==> config.mk <==
export PLATFORM = sky130hd
export DESIGN_NAME = video_timing_detect
export DESIGN_NICKNAME = d
export VERILOG_FILES = /design/src/rtl/video_timing_detect.sv
export SDC_FILE = /design/constraint.sdc
export NUM_CORES = 1
export LEC_CHECK = 0
export BUFFER_PORTS_ARGS = -buffer_cell sky130_fd_sc_hd__buf_4
export CAP_MARGIN = 20
export CORE_MARGIN = 4
export CORE_UTILIZATION = 34
export DETAILED_ROUTE_END_ITERATION = 10
export GPL_ROUTABILITY_DRIVEN = 0
export GPL_TIMING_DRIVEN = 0
export PLACE_DENSITY_LB_ADDON = 0.12
export REMOVE_ABC_BUFFERS = 1
export SETUP_SLACK_MARGIN = 0.05
export SYNTH_ARGS = -nofsm -noshare
export SYNTH_HDL_FRONTEND = slang
export SYNTH_SLANG_ARGS = --single-unit
==> constraint.sdc <==
create_clock -name clk -period 5.7 [get_ports clk]
set_input_delay 1.14 -clock clk [delete_from_list [all_inputs] [get_ports clk]]
set_output_delay 1.14 -clock clk [all_outputs]
set_load 0.01 [all_outputs]
==> src/rtl/video_timing_detect.sv <==
// rtl/video_timing_detect.sv - measures incoming sync/blank geometry and locks once stable
// Optional macro VT_DETECT_POLARITY_EN adds sync polarity auto-detect (hs_pol/vs_pol ports).
module video_timing_detect #(
  parameter int LOCK_FRAMES = 2,
  parameter int CW          = 9
) (
  input  logic          clk,
  input  logic          reset,
  input  logic          clk_pix,
  input  logic          hsync_in,
  input  logic          vsync_in,
  input  logic          hbl_in,
  input  logic          vbl_in,
  output logic [CW-1:0] hc,
  output logic [CW-1:0] vc,
  output logic [CW-1:0] h_total,
  output logic [CW-1:0] h_active,
  output logic [CW-1:0] v_total,
  output logic [CW-1:0] v_active,
  output logic [CW-1:0] hs_start,
  output logic [CW-1:0] vs_start,
  output logic          locked,
`ifdef VT_DETECT_POLARITY_EN
  output logic          hs_pol,
  output logic          vs_pol,
`endif
  output logic          lock_lost
);

  localparam logic [CW-1:0] MAX = '1;

  typedef enum logic [1:0] {S_SEARCH, S_MEASURE, S_VERIFY, S_LOCKED} state_t;

  function automatic logic [CW-1:0] sat_inc(input logic [CW-1:0] v);
    return (v == MAX) ? v : v + CW'(1);
  endfunction

  logic          hbl_prev_q, hs_prev_q, vs_prev_q, vbl_line_q;
  logic          vs_pend_q, vs_pend_d;
  logic [CW-1:0] hc_q, hc_d, vc_q, vc_d;
  logic [CW-1:0] hact_q, hact_d, vact_q, vact_d;
  logic [CW-1:0] h_len_q, h_len_d, h_act_q, h_act_d;
  logic [CW-1:0] hs_meas_q, hs_meas_d, vs_meas_q, vs_meas_d;
  logic          have_line_q, have_line_d;
  logic          line_var_q, line_var_d, frame_bad_q, frame_bad_d;

  state_t        state_q;
  logic [7:0]    match_cnt_q;
  logic [CW-1:0] snap_ht_q, snap_ha_q, snap_vt_q, snap_va_q, snap_hs_q, snap_vs_q;
  logic [CW-1:0] out_ht_q, out_ha_q, out_vt_q, out_va_q, out_hs_q, out_vs_q;
  logic          locked_q, lock_lost_q;

  logic          hs_eff, vs_eff, pol_match;
  logic          ls, fs, hs_rise, vs_rise, sat_now;
  logic [CW-1:0] hc_nx, vc_nx, line_len;
  logic [CW-1:0] f_ht, f_ha, f_vt, f_va;
  logic          line_var_now, frame_ok, snap_take;

`ifdef VT_DETECT_POLARITY_EN
  localparam int BW = 2 * CW + 1;
  localparam logic signed [BW-1:0] BMAX = {1'b0, {(BW-1){1'b1}}};
  localparam logic signed [BW-1:0] BMIN = {1'b1, {(BW-1){1'b0}}};

  logic signed [BW-1:0] hs_bal_q, vs_bal_q;
  logic                 hs_pol_q, vs_pol_q, snap_hpol_q, snap_vpol_q;
  logic                 f_hpol, f_vpol;

  function automatic logic signed [BW-1:0] bal_step(input logic signed [BW-1:0] b, input logic lvl);
    if (lvl && b != BMAX) return b + BW'(1);
    if (!lvl && b != BMIN) return b - BW'(1);
    return b;
  endfunction

  // A level held high for most of the frame means the sync pulse is active-low.
  assign f_hpol    = (hs_bal_q > 0);
  assign f_vpol    = (vs_bal_q > 0);
  assign hs_eff    = hsync_in ^ hs_pol_q;
  assign vs_eff    = vsync_in ^ vs_pol_q;
  assign pol_match = (f_hpol == snap_hpol_q) && (f_vpol == snap_vpol_q);
  assign hs_pol    = hs_pol_q;
  assign vs_pol    = vs_pol_q;

  always_ff @(posedge clk) begin
    if (reset) begin
      hs_bal_q    <= '0;
      vs_bal_q    <= '0;
      hs_pol_q    <= 1'b0;
      vs_pol_q    <= 1'b0;
      snap_hpol_q <= 1'b0;
      snap_vpol_q <= 1'b0;
    end else if (clk_pix) begin
      if (fs) begin
        hs_bal_q <= '0;
        vs_bal_q <= '0;
        hs_pol_q <= f_hpol;
        vs_pol_q <= f_vpol;
        if (snap_take) begin
          snap_hpol_q <= f_hpol;
          snap_vpol_q <= f_vpol;
        end
      end else begin
        hs_bal_q <= bal_step(hs_bal_q, hsync_in);
        vs_bal_q <= bal_step(vs_bal_q, vsync_in);
      end
    end
  end
`else
  assign hs_eff    = hsync_in;
  assign vs_eff    = vsync_in;
  assign pol_match = 1'b1;
`endif

  assign ls       = clk_pix && !hbl_in && hbl_prev_q;
  assign fs       = ls && !vbl_in && vbl_line_q;
  assign hs_rise  = clk_pix && hs_eff && !hs_prev_q;
  assign vs_rise  = clk_pix && vs_eff && !vs_prev_q;
  assign hc_nx    = ls ? '0 : sat_inc(hc_q);
  assign vc_nx    = fs ? '0 : (ls ? sat_inc(vc_q) : vc_q);
  assign sat_now  = clk_pix && (hc_nx == MAX || vc_nx == MAX);
  assign line_len = hc_q + CW'(1);

  // Any line whose geometry differs from its predecessor spoils the frame it ends in.
  assign line_var_now = ls && have_line_q && (line_len != h_len_q || hact_q != h_act_q);

  assign f_ht = line_len;
  assign f_ha = hact_q;
  assign f_vt = vc_q + CW'(1);
  assign f_va = vact_q;

  assign frame_ok = pol_match && !frame_bad_q && !line_var_q && !line_var_now &&
                    f_ht == snap_ht_q && f_ha == snap_ha_q && f_vt == snap_vt_q &&
                    f_va == snap_va_q && hs_meas_q == snap_hs_q && vs_meas_q == snap_vs_q;
  assign snap_take = fs && !sat_now &&
                     (state_q == S_MEASURE || (state_q == S_VERIFY && !frame_ok));

  always_comb begin
    hc_d        = hc_q;
    vc_d        = vc_q;
    hact_d      = hact_q;
    vact_d      = vact_q;
    hs_meas_d   = hs_meas_q;
    vs_meas_d   = vs_meas_q;
    vs_pend_d   = vs_pend_q;
    h_len_d     = h_len_q;
    h_act_d     = h_act_q;
    have_line_d = have_line_q;
    line_var_d  = line_var_q;
    frame_bad_d = frame_bad_q;
    if (clk_pix) begin
      hc_d = hc_nx;
      vc_d = vc_nx;
      if (ls) hact_d = CW'(1);
      else if (!hbl_in) hact_d = sat_inc(hact_q);
      if (fs) vact_d = CW'(1);
      else if (ls && !vbl_in) vact_d = sat_inc(vact_q);
      if (hs_rise) hs_meas_d = hc_nx;
      if (ls) begin
        vs_pend_d   = 1'b0;
        if (vs_pend_q || vs_rise) vs_meas_d = vc_nx;
        h_len_d     = line_len;
        h_act_d     = hact_q;
        have_line_d = 1'b1;
      end else if (vs_rise) begin
        vs_pend_d = 1'b1;
      end
      line_var_d  = fs ? 1'b0 : (line_var_q | line_var_now);
      frame_bad_d = fs ? 1'b0 : (frame_bad_q | sat_now);
    end
  end

  always_ff @(posedge clk) begin
    if (reset) begin
      hbl_prev_q  <= 1'b0;
      hs_prev_q   <= 1'b0;
      vs_prev_q   <= 1'b0;
      vbl_line_q  <= 1'b0;
      vs_pend_q   <= 1'b0;
      hc_q        <= '0;
      vc_q        <= '0;
      hact_q      <= '0;
      vact_q      <= '0;
      h_len_q     <= '0;
      h_act_q     <= '0;
      hs_meas_q   <= '0;
      vs_meas_q   <= '0;
      have_line_q <= 1'b0;
      line_var_q  <= 1'b0;
      frame_bad_q <= 1'b0;
    end else if (clk_pix) begin
      hbl_prev_q  <= hbl_in;
      hs_prev_q   <= hs_eff;
      vs_prev_q   <= vs_eff;
      if (ls) vbl_line_q <= vbl_in;
      vs_pend_q   <= vs_pend_d;
      hc_q        <= hc_d;
      vc_q        <= vc_d;
      hact_q      <= hact_d;
      vact_q      <= vact_d;
      h_len_q     <= h_len_d;
      h_act_q     <= h_act_d;
      hs_meas_q   <= hs_meas_d;
      vs_meas_q   <= vs_meas_d;
      have_line_q <= have_line_d;
      line_var_q  <= line_var_d;
      frame_bad_q <= frame_bad_d;
    end
  end

  // Saturation means sync is gone, so it aborts the search without waiting for a frame start.
  always_ff @(posedge clk) begin
    if (reset) begin
      state_q     <= S_SEARCH;
      match_cnt_q <= '0;
      snap_ht_q   <= '0;
      snap_ha_q   <= '0;
      snap_vt_q   <= '0;
      snap_va_q   <= '0;
      snap_hs_q   <= '0;
      snap_vs_q   <= '0;
      out_ht_q    <= '0;
      out_ha_q    <= '0;
      out_vt_q    <= '0;
      out_va_q    <= '0;
      out_hs_q    <= '0;
      out_vs_q    <= '0;
      locked_q    <= 1'b0;
      lock_lost_q <= 1'b0;
    end else begin
      lock_lost_q <= 1'b0;
      if (sat_now) begin
        state_q <= S_SEARCH;
        if (locked_q) begin
          locked_q    <= 1'b0;
          lock_lost_q <= 1'b1;
        end
      end else if (fs) begin
        if (snap_take) begin
          snap_ht_q   <= f_ht;
          snap_ha_q   <= f_ha;
          snap_vt_q   <= f_vt;
          snap_va_q   <= f_va;
          snap_hs_q   <= hs_meas_q;
          snap_vs_q   <= vs_meas_q;
          match_cnt_q <= '0;
        end
        case (state_q)
          S_SEARCH:  state_q <= S_MEASURE;
          S_MEASURE: state_q <= S_VERIFY;
          S_VERIFY: begin
            // The snapshot frame itself counts as the first of the identical frames.
            if (frame_ok) begin
              if (int'(match_cnt_q) + 2 >= LOCK_FRAMES) begin
                state_q  <= S_LOCKED;
                locked_q <= 1'b1;
                out_ht_q <= snap_ht_q;
                out_ha_q <= snap_ha_q;
                out_vt_q <= snap_vt_q;
                out_va_q <= snap_va_q;
                out_hs_q <= snap_hs_q;
                out_vs_q <= snap_vs_q;
              end else begin
                match_cnt_q <= match_cnt_q + 8'd1;
              end
            end
          end
          S_LOCKED: begin
            if (!frame_ok) begin
              state_q     <= S_SEARCH;
              locked_q    <= 1'b0;
              lock_lost_q <= 1'b1;
            end
          end
          default: state_q <= S_SEARCH;
        endcase
      end
    end
  end

  assign hc        = hc_q;
  assign vc        = vc_q;
  assign h_total   = out_ht_q;
  assign h_active  = out_ha_q;
  assign v_total   = out_vt_q;
  assign v_active  = out_va_q;
  assign hs_start  = out_hs_q;
  assign vs_start  = out_vs_q;
  assign locked    = locked_q;
  assign lock_lost = lock_lost_q;

endmodule
==> flow_summary.yaml <==
status:
  status: "completed"
global_route:
  grt_remaining_overflow: 0
  track_usage_pct: 18.0
  grt_max_degree: 114
  grt_pass1_vias: 7604
  grt_pass1_wl_um: 44200
  antenna_found_initial: 0
place:
  port_buffers: 80
  dpl_cell_area_mm2: 0.0105
  dp_hpwl_um: 19200
timing:
  holdWs_ns: 0.469
  setup_viol: 0
  max-slew-margin-rel_pct: 30.7
  tightest_slew_ns: 1.04
  finalHoldViolations: 0
  fmax_mhz: 192
  setup_tns_ns: 0
  finalMaxSlewViolations: 0
  post-route-period-util_pct: 91.1
  rsz0062_at_grt: "false"
  skew_ns: 0.0187
  fin_crit_ns: 5.20
power_and_ir_drop:
  power_switching_uw: 678
  pwr-share-clk_pct: 44.9
  pwr_density_cell_mw_per_mm2: 249
  sw_frac_of_total_pct: 24.6
  power_leakage_nw: 4.03
  power_mw: 2.76
  p_int_mw: 2.08
  power_frac_comb_pct: 3.9
  max-vdd-ir-drop_mv: 0.180
  seq_power_share_pct: 51.2
worst_setup_path:
  arrival_ns: 5.51
  end_kind: "register"
  critical_path_class: "register to register"
  start_kind: "register"
  crit_required_ns: 6.01
  cp_max_fo: 32
clock_network:
  htree_levels: 4
  clk_pin_slew_worst_paths_ns: 0.08
  cts_tree: "done"
  cts_buffers: 17
  ctsResizeCount: 0
  clock-sinks: 200
  hold_buffers: 0
  clock-root-buffer: "clkbuf_16"
  cts.path.max_buffers: 2
  clk_latency_ns: 0.45
  post_cts_buffers: 0
detailed_routing:
  drt-initial-drc-count: 420
  postRouteAntennaNets: 0
  drcViolationCount: 0
  vias_per_cell: 5.20
  drtPass1Iterations: 5
  wl_met3_um: 860
  vias: 7906
  dr_wl_met2_um: 13100
  wl_met1_um: 13500
  highest_layer: "met4"
  drt-wirelength-per-cell_um: 18.3
  wl_um: 27900
logic_synthesis:
  ys_types: 71
  synth_seq_cells: 200
  synth_ff_type: "dfxtp_1"
  yosys_warnings: 0
  ys_async_sr_fraction_pct: 0
  yosysSeqAreaShare_pct: 41.5
  synth_edf_count: 0
  synthCells: 1113
  syn_area_per_cell_um2: 8.67
  syn_area_mm2: 0.00964
die:
  io_pins: 81
  fp.dieH_um: 176
  fp.dieW_um: 176
  core_mm2: 0.0279
  initial_utilization_pct: 34.6
  die-area_mm2: 0.0311
  placementRows: 61
final_layout:
  drive_gt1_share_pct: 12.2
  syn_to_final_growth_pct: 15.0
  nNetsFinal: 1154
  diodes: 0
  utilization_pct: 39.8
  design_area_mm2: 0.0111
job:
  maxCapViolCount: 0
hold_path:
  hold_path.class: "register to register"
per-stage QoR:
step | cells | setup slack [ns]
floorplan | 1023 | 0.407
global placement | 1481 | -1.69
detailed placement | 1489 | 0.476
CTS | 1520 | 0.441
global route | 1520 | 0.0982
finish | 1520 | 0.505
cell type report:
| type | count | area [µm²] |
|---|---|---|
| Clock buffer | 19 | 453 |
| Tap cell | 378 | 473 |
| Fill cell | 2871 | 16800 |
| Clock inverter | 12 | 134 |
| Sequential cell | 200 | 4000 |
| Inverter | 23 | 86.3 |
| Timing Repair Buffer | 88 | 786 |
| Multi-Input combinational cell | 800 | 5160 |
routing by layer:
| layer | GRT usage, % | vias to the layer above |
|---|---|---|
| li1 | - | 3950 |
| met4 | 4.26 | 0 |
| met5 | 0 | - |
| met1 | 24.7 | 3816 |
| met2 | 29.6 | 123 |
| met3 | 3.32 | 17 |
path summary, 6_finish.rpt:
check	from	end	slack [ns]	cells past startpoint
worst max-delay path	hc[0]	h_active[0]	0.50	13
worst min-delay path	h_len_q[8]	h_len_q[8]	0.47	2
worst max register to register	hc[0]	h_active[0]	0.50	13
worst min register to register	h_len_q[8]	h_len_q[8]	0.47	2
cells in the final DEF (no fill, tap or decap), drive strengths merged, types with 5 or more instances in the layout:
master,n
a211oi,22
and3,8
xor2,34
ha,17
or3,10
buf,88
nand3b,6
and4,5
nand2,64
nor3,35
a21oi,89
inv,29
or4,6
nor4,17
nand4,24
clkbuf,19
nand3,57
xnor2,60
dfxtp,200
o2111ai,5
o21ai,57
a2111oi,5
mux2i,71
nor2,144
nor3b,6
worst max-delay path, cell delays in order, from the launching register on:
cell and delay (ns):
dfxtp_1 0.66, ha_1 0.43, and4_1 0.40, nand4_1 0.20, ha_1 0.44, xnor2_1 0.19
nand4_1 0.27, or4_1 0.66, nor4_1 0.22, and4_1 0.36, and4_4 0.61, buf_16 0.27
mux2i_1 0.23, nor2_1 0.05
Yosys cell counts (all sizes together) (2+ instances only):
master | instances | area share [%]
inv | 23 | 0.90
o22ai | 2 | 0.13
a211oi | 22 | 1.7
and3 | 8 | 0.52
ha | 17 | 2.2
xnor3 | 3 | 0.70
o2111ai | 5 | 0.45
o311a | 2 | 0.21
and3b | 2 | 0.18
nor3 | 35 | 1.8
a311oi | 3 | 0.27
nor4 | 17 | 1.1
nand4 | 24 | 1.6
nor3b | 6 | 0.47
o21a | 2 | 0.16
a2111oi | 5 | 0.71
clkbuf | 64 | 2.5
mux2i | 71 | 7.4
and4 | 5 | 0.45
o31ai | 3 | 0.23
nand3b | 6 | 0.47
or3 | 10 | 0.65
xnor2 | 60 | 5.4
nand2b | 4 | 0.26
buf | 26 | 1.8
nor2 | 144 | 5.6
a21oi | 89 | 4.6
xor2 | 34 | 3.1
and2 | 4 | 0.26
nand3 | 57 | 3.0
o21ai | 57 | 3.0
o31a | 3 | 0.27
nand4b | 4 | 0.36
nand2 | 64 | 2.6
a41oi | 2 | 0.26
or4 | 6 | 0.54
dfxtp | 200 | 42
a2111o | 2 | 0.23
nor2b | 2 | 0.13
kinds of logic (layout without fill, tap and decap cells):
family                   after synthesis  after routing  share of synthesized area (%)
AO/OA/AOI/OAI                        208            208                           13.2
XOR/XNOR                              98             98                           9.48
adder cells (fa/ha/maj)               17             17                           2.21
buffers and inverters                113            142                           5.23
flip-flops                           200            200                           41.5
multiplexers                          72             72                           7.49
AND/OR/NAND/NOR                      405            405                           20.9
power groups by stage:
stage / clock, mW / sequential, mW / combinational [mW]
2_1_floorplan: 0 / 1.44 / 0.0527
5_1_grt: 1.33 / 1.42 / 0.117
3_3_place_gp: 0 / 1.45 / 0.104
4_1_cts: 1.27 / 1.41 / 0.108
6_report: 1.24 / 1.41 / 0.106
3_5_place_dp: 0 / 1.45 / 0.107
Power figures use the tool's default switching activity.
